[config.mk]
export PLATFORM = sky130hd
export DESIGN_NAME = eespfal_phase_sequencer
export DESIGN_NICKNAME = d
export VERILOG_FILES = /design/src/rtl/eespfal_pkg.sv /design/src/rtl/eespfal_interval_cnt.sv /design/src/rtl/eespfal_phase_sequencer.sv
export SDC_FILE = /design/constraint.sdc
export NUM_CORES = 1
export LEC_CHECK = 0
export CORE_AREA = 2 2 75 77
export DETAILED_ROUTE_END_ITERATION = 10
export DIE_AREA = 0 0 77 79
export PLACE_DENSITY = 0.83
export SYNTH_ARGS = -nofsm -noshare
export SYNTH_HDL_FRONTEND = slang
export SYNTH_SLANG_ARGS = --single-unit
export TNS_END_PERCENT = 5
[constraint.sdc]
create_clock -name wb_clk_i -period 4.2 [get_ports wb_clk_i]
set_input_delay 0.84 -clock wb_clk_i [delete_from_list [all_inputs] [get_ports wb_clk_i]]
set_output_delay 0.84 -clock wb_clk_i [all_outputs]
set_load 0.02 [all_outputs]
[src/rtl/eespfal_pkg.sv]
`default_nettype none
// +----------------------------------------------------------------------------+
// | Module   : eespfal_pkg                                                     |
// | Purpose  : Shared types and constants for the EESPFAL phase sequencer.     |
// |            Sequencer state encoding and operation-counter limits.          |
// | Revision : 1.0  initial release                                            |
// +----------------------------------------------------------------------------+
package eespfal_pkg;

  typedef enum logic [2:0] {
    IDLE   = 3'd0,
    SETUP  = 3'd1,
    EVAL   = 3'd2,
    SAMPLE = 3'd3,
    DISCH  = 3'd4,
    DONE   = 3'd5
  } state_t;

  localparam int                 OPCNT_W   = 16;
  localparam logic [OPCNT_W-1:0] OPCNT_MAX = 16'hFFFF;

endpackage : eespfal_pkg
`default_nettype wire

[src/rtl/eespfal_interval_cnt.sv]
`default_nettype none
// +----------------------------------------------------------------------------+
// | Module   : eespfal_interval_cnt                                            |
// | Purpose  : Loadable down-counter timing the sequencer phase intervals.     |
// |            Stops at zero; zero flag is combinational from the count.       |
// | Ports    : clk, rst (async, active-high)                                   |
// |            load      - load load_val this cycle (overrides decrement)      |
// |            load_val  - value loaded, i.e. interval length minus one        |
// |            zero      - current count is zero                               |
// | Revision : 1.0  initial release                                            |
// +----------------------------------------------------------------------------+
module eespfal_interval_cnt
  import eespfal_pkg::*;
#(
  parameter int CNT_W = 8
) (
  input  logic             clk,
  input  logic             rst,
  input  logic             load,
  input  logic [CNT_W-1:0] load_val,
  output logic             zero
);

  logic [CNT_W-1:0] cnt;

  always_ff @(posedge clk or posedge rst) begin
    if (rst) begin
      cnt <= '0;
    end else if (load) begin
      cnt <= load_val;
    end else if (cnt != '0) begin
      cnt <= cnt - 1'b1;
    end
  end

  assign zero = (cnt == '0);

endmodule : eespfal_interval_cnt
`default_nettype wire

[src/rtl/eespfal_phase_sequencer.sv]
`default_nettype none
// +----------------------------------------------------------------------------+
// | Module   : eespfal_phase_sequencer                                         |
// | Purpose  : Drives the 4-bit EESPFAL switch macro: dual-rail operands,      |
// |            per-lane power clock, discharge and discharge-phase strobe.     |
// |            Captures the dual-rail result and returns it on a handshake.    |
// | Ports    : wb_clk_i/wb_rst_i         clock, async active-high reset        |
// |            in_valid/in_ready/x_in/k_in   operand handshake                 |
// |            abort                         cancel current op, force discharge|
// |            clk_top/dis_top/Dis_Phase_top macro phase controls              |
// |            x_top/x_bar_top/k_top/k_bar_top dual-rail operands to the macro |
// |            s_top/s_bar_top               dual-rail result from the macro   |
// |            out_valid/out_ready/s_out/rail_err  result handshake            |
// |            op_count                      completed ops, saturating         |
// | Config   : EESPFAL_RAIL_CHECK_EN - enables the rail-integrity check on     |
// |            s_top/s_bar_top; when undefined rail_err is tied low.           |
// | Revision : 1.0  initial release                                            |
// +----------------------------------------------------------------------------+
module eespfal_phase_sequencer
  import eespfal_pkg::*;
#(
  parameter int BIT_SIZE  = 4,
  parameter int SETUP_CYC = 2,
  parameter int EVAL_CYC  = 4,
  parameter int DIS_CYC   = 4,
  parameter int CNT_W     = 8
) (
  input  logic                wb_clk_i,
  input  logic                wb_rst_i,
  input  logic                in_valid,
  output logic                in_ready,
  input  logic [BIT_SIZE-1:0] x_in,
  input  logic [BIT_SIZE-1:0] k_in,
  input  logic                abort,
  output logic [BIT_SIZE-1:0] clk_top,
  output logic [BIT_SIZE-1:0] dis_top,
  output logic                Dis_Phase_top,
  output logic [BIT_SIZE-1:0] x_top,
  output logic [BIT_SIZE-1:0] x_bar_top,
  output logic [BIT_SIZE-1:0] k_top,
  output logic [BIT_SIZE-1:0] k_bar_top,
  input  logic [BIT_SIZE-1:0] s_top,
  input  logic [BIT_SIZE-1:0] s_bar_top,
  output logic                out_valid,
  input  logic                out_ready,
  output logic [BIT_SIZE-1:0] s_out,
  output logic                rail_err,
  output logic [OPCNT_W-1:0]  op_count
);

  state_t               state;
  state_t               next_state;
  logic                 cnt_load;
  logic [CNT_W-1:0]     cnt_val;
  logic                 cnt_zero;
  logic                 aborted;
  logic                 active;
  logic [BIT_SIZE-1:0]  s_cap;
  logic                 rail_flag;
  logic [OPCNT_W-1:0]   op_cnt;

  assign active = (state == SETUP) || (state == EVAL) || (state == SAMPLE);

  eespfal_interval_cnt #(
    .CNT_W    (CNT_W)
  ) u_interval_cnt (
    .clk      (wb_clk_i),
    .rst      (wb_rst_i),
    .load     (cnt_load),
    .load_val (cnt_val),
    .zero     (cnt_zero)
  );

  // Next-state logic. abort is tested before the interval expiry so that it
  // wins a same-cycle race with the counter.
  always_comb begin
    next_state = state;
    case (state)
      IDLE:    if (in_valid && in_ready) next_state = SETUP;
      SETUP:   if (abort) next_state = DISCH;
               else if (cnt_zero) next_state = EVAL;
      EVAL:    if (abort) next_state = DISCH;
               else if (cnt_zero) next_state = SAMPLE;
      SAMPLE:  next_state = DISCH;
      DISCH:   if (cnt_zero) next_state = aborted ? IDLE : DONE;
      DONE:    if (out_ready) next_state = IDLE;
      default: next_state = IDLE;
    endcase
  end

  // Interval counter is reloaded on every state change with the length of
  // the state being entered minus one; untimed states load zero.
  always_comb begin
    cnt_load = (next_state != state);
    cnt_val  = '0;
    case (next_state)
      SETUP:   cnt_val = CNT_W'(SETUP_CYC - 1);
      EVAL:    cnt_val = CNT_W'(EVAL_CYC - 1);
      DISCH:   cnt_val = CNT_W'(DIS_CYC - 1);
      default: cnt_val = '0;
    endcase
  end

  always_ff @(posedge wb_clk_i or posedge wb_rst_i) begin
    if (wb_rst_i) begin
      state <= IDLE;
    end else begin
      state <= next_state;
    end
  end

  // Registered outputs, decoded from the state being entered so that each
  // output is aligned with the state it belongs to.
  always_ff @(posedge wb_clk_i or posedge wb_rst_i) begin
    if (wb_rst_i) begin
      in_ready      <= 1'b0;
      clk_top       <= '0;
      dis_top       <= '0;
      Dis_Phase_top <= 1'b0;
      x_top         <= '0;
      x_bar_top     <= '0;
      k_top         <= '0;
      k_bar_top     <= '0;
      out_valid     <= 1'b0;
      s_out         <= '0;
      rail_err      <= 1'b0;
      aborted       <= 1'b0;
      s_cap         <= '0;
      op_cnt        <= '0;
    end else begin
      in_ready      <= (next_state == IDLE);
      clk_top       <= {BIT_SIZE{(next_state == EVAL) || (next_state == SAMPLE)}};
      dis_top       <= {BIT_SIZE{next_state == DISCH}};
      Dis_Phase_top <= (next_state == DISCH);
      out_valid     <= (next_state == DONE);

      // Rails are loaded on acceptance, held through SAMPLE, and forced to
      // both-low otherwise (including on abort).
      if (state == IDLE && next_state == SETUP) begin
        x_top     <= x_in;
        x_bar_top <= ~x_in;
        k_top     <= k_in;
        k_bar_top <= ~k_in;
        aborted   <= 1'b0;
      end else if (!(active && next_state != DISCH)) begin
        x_top     <= '0;
        x_bar_top <= '0;
        k_top     <= '0;
        k_bar_top <= '0;
      end

      if (active && abort) begin
        aborted <= 1'b1;
      end

      if (state == SAMPLE && !abort) begin
        s_cap <= s_top;
      end

      if (state == DISCH && next_state == DONE) begin
        s_out    <= s_cap;
        rail_err <= rail_flag;
      end

      if (state == DONE && out_ready && op_cnt != OPCNT_MAX) begin
        op_cnt <= op_cnt + OPCNT_W'(1);
      end
    end
  end

`ifdef EESPFAL_RAIL_CHECK_EN
  logic [BIT_SIZE-1:0] sb_cap;

  always_ff @(posedge wb_clk_i or posedge wb_rst_i) begin
    if (wb_rst_i) begin
      sb_cap <= '0;
    end else if (state == SAMPLE && !abort) begin
      sb_cap <= s_bar_top;
    end
  end

  // A healthy lane has complementary rails; any equal pair is an error.
  assign rail_flag = |(s_cap ~^ sb_cap);
`else
  logic unused_sbar;
  assign unused_sbar = ^s_bar_top;
  assign rail_flag   = 1'b0;
`endif

  assign op_count = op_cnt;

endmodule : eespfal_phase_sequencer
`default_nettype wire

==> results of run 1 <==
metrics by stage:
step | worst slack, ns | cells | util | cell area [sq um] | hold slack, ns
finish | 1.760 | 375 | 0.6348 | 3388 | 0.4963
global route | 1.599 | 375 | 0.6348 | 3388 | 0.5153
CTS | 1.758 | 375 | 0.6348 | 3388 | 0.4973
detailed placement | 1.490 | 367 | 0.6174 | 3296 | 0.4737
global placement | 1.521 | 367 | 0.6174 | 3296 | 0.4646
floorplan | 1.989 | 247 | - | 2666 | 0.4766
path summary, 6_finish.rpt:
kind                       slack, ns                  start                    end  depth (start not counted)
min in group asynchronous       1.00               wb_rst_i           op_count[14]                          2
hold reg to reg                 0.50           x_bar_top[2]           x_bar_top[2]                          2
max in group asynchronous       2.47               wb_rst_i             clk_top[0]                          3
setup / recovery                1.76  u_interval_cnt.cnt[0]  u_interval_cnt.cnt[0]                          7
hold / removal                  0.50           x_bar_top[2]           x_bar_top[2]                          2
setup reg to reg                1.76  u_interval_cnt.cnt[0]  u_interval_cnt.cnt[0]                          7
critical path: stages, from the launching register on:
cell	delay, ns
dfrtp_1	0.40
inv_1	0.10
ha_1	0.24
or4b_1	0.60
nor4_1	0.29
o21ai_1	0.16
and3_1	0.29
a221oi_2	0.25
layout by cell type (no fill, tap or decap), drive strengths merged, types with 3 or more instances in the layout:
cell type	netlist	final
o21ai	14	14
xor2	5	5
and3	4	4
and4	4	4
mux2	9	9
nand3	5	5
clkdlybuf4s50	0	63
nand2b	3	3
buf	14	3
nand2	20	20
inv	10	10
nor2	21	21
xnor2	13	13
clkbuf	4	5
nor3	6	6
a22o	8	8
a21oi	7	7
dfrtp	56	56
nand4	8	8
nor4	3	3
kinds of logic (layout without fill, tap and decap cells):
logic type,count (synthesis),count (layout),synth area share
AOI/OAI and AO/OA,40,40,0.1140
xor gates and xnor gates,18,18,0.05913
adders and majority gates,2,2,0.009384
buffers and inverters,28,84,0.05678
DFF,56,56,0.5256
muxes,11,11,0.04552
other,1,1,0.001406
and+or+nand+nor,91,91,0.1882
state kept, by name (all words and copies together), names as in the netlist, 3 cells and up:
register and count:
state 3, s_cap 4, u_interval_cnt.cnt 8, op_count 16, k_bar_top 4, s_out 4
x_bar_top 4, x_top 4, k_top 4
layer usage:
layer | GRT usage | vias to the layer above
li1 | - | 972
met1 | 0.2449 | 986
met2 | 0.3158 | 43
met3 | 0.03750 | 11
met4 | 0.07321 | 0
met5 | 0 | -
final cells by class:
type                            count  area (sq um)
Clock buffer                        5         68.82
Tap cell                           72         90.09
Fill cell                         464          1949
Clock inverter                      3         23.77
Multi-Input combinational cell    163          1114
Timing Repair Buffer               66         653.1
Sequential cell                    56          1401
Inverter                           10         37.54
power by group through the flow:
stage	clock network [mW]	logic (mW)	registers, mW
after floorplan	0	0.487	0.803
after global routing	0.326	0.810	0.795
final	0.298	0.747	0.776
after global placement	0	0.724	0.779
after detailed placement	0	0.747	0.785
after CTS	0.306	0.753	0.775
==> impl_metrics.yaml, run 1 <==
sta:
  finalCritPeriodShare: 0.5811
  report.final.slew_viol_count: 0
  finalSetupTns_ns: 0
  timing.final.hold_violations: 0
  skew_ns: 0.003266
  setup_viol_count_final: 0
  rsz0062_at_grt: "no"
  max_freq_ghz: 0.4098
  min_period_ns: 2.440
  slew_headroom: 0.4469
  worst_pin_slew_ns: 0.8284
layout:
  n_antenna_cell: 0
  synthToLayoutAreaGrowth_pct: 27.08
  fin_nets: 325
  drive_above_1_share: 0.09241
yosys:
  yosysMostFrequentCell: "dfrtp_1"
  async_flop_share: 1.000
  netlist-cell-type-count: 50
  synth_top_area_share: 0.5256
  synth.area.top_cells: "dfrtp_1 (53%), xnor2_1 (4.3%), mux2_2 (3.8%)"
  synth_cells: 247
  yosys_warnings: 0
  synth_fp_nets: 270
  syn_area_sq_um: 2666
  ys_top_cells_by_count: "dfrtp_1 (56), nor2_1 (21), nand2_1 (20), o21ai_0 (13), xnor2_1 (13)"
  syn_area_per_cell_sq_um: 10.79
  ys_ff_latch: 56
  synth_ff_type: "dfrtp_1"
  synth_edf_count: 0
  synth_top_area_cell: "dfrtp_1"
  ys_seq_area_frac: 0.5256
route:
  dr_wl_met3_microns: 196
  drt-initial-drc-count: 132
  drtPass1Iterations: 4
  via_per_inst: 5.365
  dr_wl_met2_mm: 2.724
  drc_errors: 0
  avgRoutedWirePerCell_microns: 14.58
  vias: 2012
  wl_met1_mm: 2.440
  highest_layer: "met4"
  routed_wl_mm: 5.468
  antenna_left: 0
power:
  ir_drop_mv: 0.3001
  switching_share: 0.3903
  power_leakage_nw: 1.491
  finalPower_mw: 1.821
  powerDensity_nw_per_um2: 537.5
  p_comb_frac: 0.410
  pwr-share-clk: 0.164
  power_frac_seq: 0.426
  p_sw_mw: 0.7109
  p_int_mw: 1.110
worst_setup_path:
  critPathMaxFanout: 7
  path_class: "flip-flop to flip-flop"
  end_kind: "flip-flop"
  worstPathRequired_ns: 4.42
  arrival_ns: 2.66
  setup.worst_path.start_class: "flip-flop"
clock_tree:
  postCtsSetupBuffers: 0
  path_clk_slew_ns: 0.10
  hold_buffers: 0
  cts_inserted_buffers: 5
  cts_num_sinks: 56
  cts_tree: "done"
  htree_levels: 2
  post_cts_resized: 0
  clock_path_buffers: 2
  insertion_delay_ns: 0.31
  root_buffer: "clkbuf_8"
status:
  outcome: "completed"
worst_hold_path:
  hold_class: "flip-flop to flip-flop"
global_routing:
  grt_max_degree: 42
  grt_pass1_wl_mm: 9.052
  grt_pass1_vias: 1907
  antenna_found_initial: 0
  overflow: 0
  grt.total_usage: 0.1890
run:
  max_cap_violations: 0
floorplan:
  die_y_microns: 79
  io_pins: 69
  die-area_sq_um: 6083
  rows: 27
  initial_core_util: 0.4995
  core_area_sq_um: 5338
  die_w_microns: 77
place:
  dpl.hpwl_mm: 4.013
  gp_congestion: 0.8534
  io_buffers: 63
No activity file was read; power rests on OpenSTA's default activity.
==> run 2, diff against run 1 <==
--- a/config.mk
+++ b/config.mk
@@ -5,10 +5,10 @@
 export SDC_FILE = /design/constraint.sdc
 export NUM_CORES = 1
 export LEC_CHECK = 0
-export CORE_AREA = 2 2 75 77
+export CORE_AREA = 2 2 77 79
 export DETAILED_ROUTE_END_ITERATION = 10
-export DIE_AREA = 0 0 77 79
-export PLACE_DENSITY = 0.83
+export DIE_AREA = 0 0 79 81
+export PLACE_DENSITY = 0.79
 export SYNTH_ARGS = -nofsm -noshare
 export SYNTH_HDL_FRONTEND = slang
 export SYNTH_SLANG_ARGS = --single-unit
==> constraint.sdc (replaced) <==
create_clock -name wb_clk_i -period 2.32 [get_ports wb_clk_i]
set_input_delay 0.464 -clock wb_clk_i [delete_from_list [all_inputs] [get_ports wb_clk_i]]
set_output_delay 0.464 -clock wb_clk_i [all_outputs]
set_load 0.02 [all_outputs]
==> impl_metrics.yaml, run 2 (synthesis gave the netlist of run 1 again) <==
floorplan:
  rows: 28
  die_w_microns: 79
  core_area_sq_um: 5675
  io_pins: 69
  die_y_microns: 81
  initial_core_util: 0.4698
  die-area_sq_um: 6399
place:
  dpl.hpwl_mm: 3.973
  io_buffers: 63
  gp_congestion: 0.8271
  dp_cells: 382
  place_area_sq_um: 3402
clock_tree:
  insertion_delay_ns: 0.31
  path_clk_slew_ns: 0.10
  hold_buffers: 0
  cts_inserted_buffers: 5
  cts_tree: "done"
  cts_num_sinks: 56
  root_buffer: "clkbuf_8"
  clock_path_buffers: 2
  htree_levels: 2
layout:
  final_area_sq_um: 3527
  drive_above_1_share: 0.1302
  largest_reg_flops: 16
  num-fill-cells: 487
  final_common_cell: "clkdlybuf4s50_1"
  n_antenna_cell: 0
  fin_nets: 337
  layout_common_cells: "clkdlybuf4s50_1 (63), dfrtp_1 (56), nor2_1 (21), nand2_1 (20), buf_4 (14)"
  finalNonFillerCells: 390
  synthToLayoutAreaGrowth_pct: 32.29
worst_setup_path:
  path_class: "flip-flop to flip-flop"
  critPathMaxFanout: 7
  critPathBufInv: 1
  worst_path_max_delay_cell: "or4b_4"
  setup.worst_path.start_class: "flip-flop"
  end_kind: "flip-flop"
  arrival_ns: 2.39
  worstPathRequired_ns: 2.51
  slowest_delay_ns: 0.51
  path_cells: "inv_1, ha_1, or4b_4, o311a_1, a211o_1, a32oi_2, a221oi_2"
  critical-path-top-delay-family: "compound AO/OA/AOI/OAI gates"
sta:
  worst_pin_slew_ns: 0.5008
  min_period_ns: 2.200
  slew_headroom: 0.6614
  rsz0062_at_grt: "no"
  finalHoldWorstSlack_ns: 0.4854
  timing.final.hold_violations: 0
  report.final.slew_viol_count: 0
  finalCritPeriodShare: 0.9484
  skew_ns: 0.007690
  max_freq_ghz: 0.4545
  finalSetupTns_ns: 0
  setup_viol_count_final: 0
global_routing:
  antenna_found_initial: 0
  grt_pass1_vias: 1969
  grt_pass1_wl_mm: 9.266
  grt_max_degree: 57
  grt.total_usage: 0.1833
  overflow: 0
power:
  ir_drop_mv: 0.3997
  power_leakage_nw: 1.577
  powerDensity_nw_per_um2: 1004
route:
  drtPass1Iterations: 4
  avgRoutedWirePerCell_microns: 14.33
  routed_wl_mm: 5.589
  antenna_left: 0
  via_per_inst: 5.213
  drc_errors: 0
  drt-initial-drc-count: 204
  vias: 2033
status:
  outcome: "completed"
worst_hold_path:
  hold_class: "flip-flop to flip-flop"
run:
  max_cap_violations: 0
==> run 2: metrics by stage <==
step	utilization	total power [mW]	setup WS (ns)
after floorplan	-	2.336	0.1303
after global placement	0.5994	2.841	0.08293
after detailed placement	0.5994	2.881	0.06038
after CTS	0.6208	3.561	0.03977
after global routing	0.6215	3.768	0.02417
final	0.6215	3.542	0.1196
==> run 2: cell type report <==
cell class,count,area [sq um],share of cell area
Sequential cell,56,1401,0.3973
Tap cell,75,93.84,0.02661
Clock inverter,2,38.79,0.01100
Timing Repair Buffer,78,755.7,0.2143
Multi-Input combinational cell,163,1117,0.3168
Clock buffer,6,82.58,0.02341
Inverter,10,37.54,0.01064
==> run 2: timing repair <==
item	CTS	global route
hold endpoints to repair	0	0
buffers inserted	0	0
endpoints found under the setup margin	0	1
gates resized for setup	0	1
==> run 2: worst paths after layout <==
kind	from	to	slack, ns	depth (start not counted)
max in group asynchronous	wb_rst_i	u_interval_cnt.cnt[5]	1.57	3
min reg2reg	x_bar_top[3]	x_bar_top[3]	0.49	2
max reg2reg	u_interval_cnt.cnt[0]	u_interval_cnt.cnt[0]	0.12	7
min	x_bar_top[3]	x_bar_top[3]	0.49	2
min in group asynchronous	wb_rst_i	s_out[0]	0.51	3
max	u_interval_cnt.cnt[0]	u_interval_cnt.cnt[0]	0.12	7
==> run 2: metal layers <==
layer	vias up	GRT usage	wire, microns
li1	994	-	-
met1	982	0.2504	2578
met2	48	0.3000	2733
met3	9	0.02778	182
met4	0	0.06552	94
met5	-	0	0
==> run 2: tightest hold or removal path: stages, from the launching register on <==
cell and delay, ns:
dfrtp_1 0.35, nand2_1 0.04, o21ai_0 0.06
==> run 2: power breakdown <==
group / total, mW / internal, mW / switching (mW)
registers: 1.38 / 1.18 / 0.207
logic: 1.50 / 0.719 / 0.776
clock network: 0.664 / 0.353 / 0.311
total: 3.54 / 2.25 / 1.29
==> run 3, diff against run 2 <==
--- a/config.mk
+++ b/config.mk
@@ -5,6 +5,7 @@
 export SDC_FILE = /design/constraint.sdc
 export NUM_CORES = 1
 export LEC_CHECK = 0
+export ABC_CLOCK_PERIOD_IN_PS = 2320
 export CORE_AREA = 2 2 77 79
 export DETAILED_ROUTE_END_ITERATION = 10
 export DIE_AREA = 0 0 79 81
==> results of run 3 <==
The final DEF is identical to that of run 2; final timing and power are the same.
==> RTL edit, RTL diff (config.mk and constraints of run 2) <==
Add a define of `EESPFAL_RAIL_CHECK_EN`.
--- a/src/rtl/eespfal_phase_sequencer.sv
+++ b/src/rtl/eespfal_phase_sequencer.sv
@@ -17,4 +17,6 @@
 // | Revision : 1.0  initial release                                            |
 // +----------------------------------------------------------------------------+
+`define EESPFAL_RAIL_CHECK_EN
+
 module eespfal_phase_sequencer
   import eespfal_pkg::*;
Check against the original RTL: same outputs for any inputs over 10 cycles, from zero or initial values and one cycle with wb_rst_i high; that may be too few to reach the edited logic, so the function may still have changed.
==> RTL edit against run 2 <==
- fmax is 5.9% higher
- clock power rose by 58%
- sequential cell count rose by 5
- setup slack gained 0.12 ns
- area after synthesis increased by 7.0%
- power increased by 12%
- wire length rose by 5.7%
- final area is 8.4% higher
- cell count up 3.1%
- hold slack worse by 0.053 ns
- critical endpoint is now u_interval_cnt.cnt[1]
==> RTL edit: results (changes against run 2) <==
| Metric | Value |
|---|---|
| Run status | finished, final reports clean (unchanged) |
| Sequential share of the synthesized area | 53.5% (was 52.6%) |
| Nets | 346 (was 337) |
| Multiplexer area fraction after synthesis | 6.36% (was 4.55%) |
| Clock transition at path regs | 0.07 ns (was 0.10 ns) |
| Maximum fanout along the worst path | 8 (was 7) |
| Met3 usage | 3.89% (was 2.78%) |
| Reg-to-reg slack, setup | 0.24 ns (was 0.12 ns) |
| WL final | 5910 µm (was 5590 µm) |
| First-pass GRT wire length | 10100 µm (was 9270 µm) |
| WL met2 | 2810 µm (was 2730 µm) |
| Clock-net power | 1.05 mW (was 0.664 mW) |
| Synth Net Count | 276 (was 270) |
| Setup Buffers After CTS | 0 (unchanged) |
| Peak VDD IR | 0.832 mV (was 0.400 mV) |
| Reg2reg end | u_interval_cnt.cnt[1] (was u_interval_cnt.cnt[0]) |
| NetSw | 1.39 mW (was 1.29 mW) |
| Max incr delay on CP | 0.41 ns (was 0.51 ns) |
| XOR/XNOR share of the synthesized area | 7.67% (was 5.91%) |
| Synth area leaders | dfrtp_1, xor2_1, mux2_2, buf_4, nand2_1 (was dfrtp_1, xnor2_1, mux2_2, nor2_1, nand2_1) |
| Largest net degree at the start of global routing | 35 (was 57) |
| Share of cells above drive strength 1 | 14.4% (was 13.0%) |
| Slew @ Worst Pin | 0.506 ns (was 0.501 ns) |
| Number of global-route vias before repair | 2143 (was 1969) |
| CTS Buf Count | 9 (was 5) |
| Slowest CP cell | dfrtp_1 (was or4b_4) |
| GRT Total Usage | 20.5% (was 18.3%) |
| Met3 wire length | 259 µm (was 182 µm) |
| Commonest cells in the netlist | dfrtp_1, nand2_1, xor2_1 (was dfrtp_1, nor2_1, nand2_1) |
| DR vias/cell | 5.34 (was 5.21) |
| RD Place Congestion | 0.858 (was 0.827) |
| HPWL Detailed | 4190 µm (was 3970 µm) |
| HP Class | in2async (was reg2reg) |
| Initial DRC Count | 218 (was 204) |
| Clock H-tree levels | 3 (was 2) |
RTL edit: cell count changes after synthesis, moves of 3 or more:
cell / run 2 / this run
nand3_1: 5 / 9
xor2_1: 5 / 18
nand4_1: 8 / 5
and4_1: 4 / 0
nor2_1: 21 / 16
mux2_2: 9 / 13
dfrtp_1: 56 / 61
buf_2: 4 / 1
xnor2_1: 13 / 7
RTL edit: layout make-up:
type	instances	area (µm²)
Clock inverter	5	83.8
Multi-Input combinational cell	168	1200
Sequential cell	61	1530
Timing Repair Buffer	75	746
Fill cell	464	1850
Tap cell	75	93.8
Clock buffer	10	138
Inverter	8	30.0
RTL edit: metrics by stage:
step	instances	hold WS [ns]	instance area, µm²	worst slack, ns
global placement	387	0.461	3590	0.166
detailed placement	387	0.470	3590	0.0508
CTS	402	0.439	3820	0.237
global route	402	0.496	3820	0.0362
floorplan	253	0.501	2850	0.343
finish	402	0.433	3820	0.243
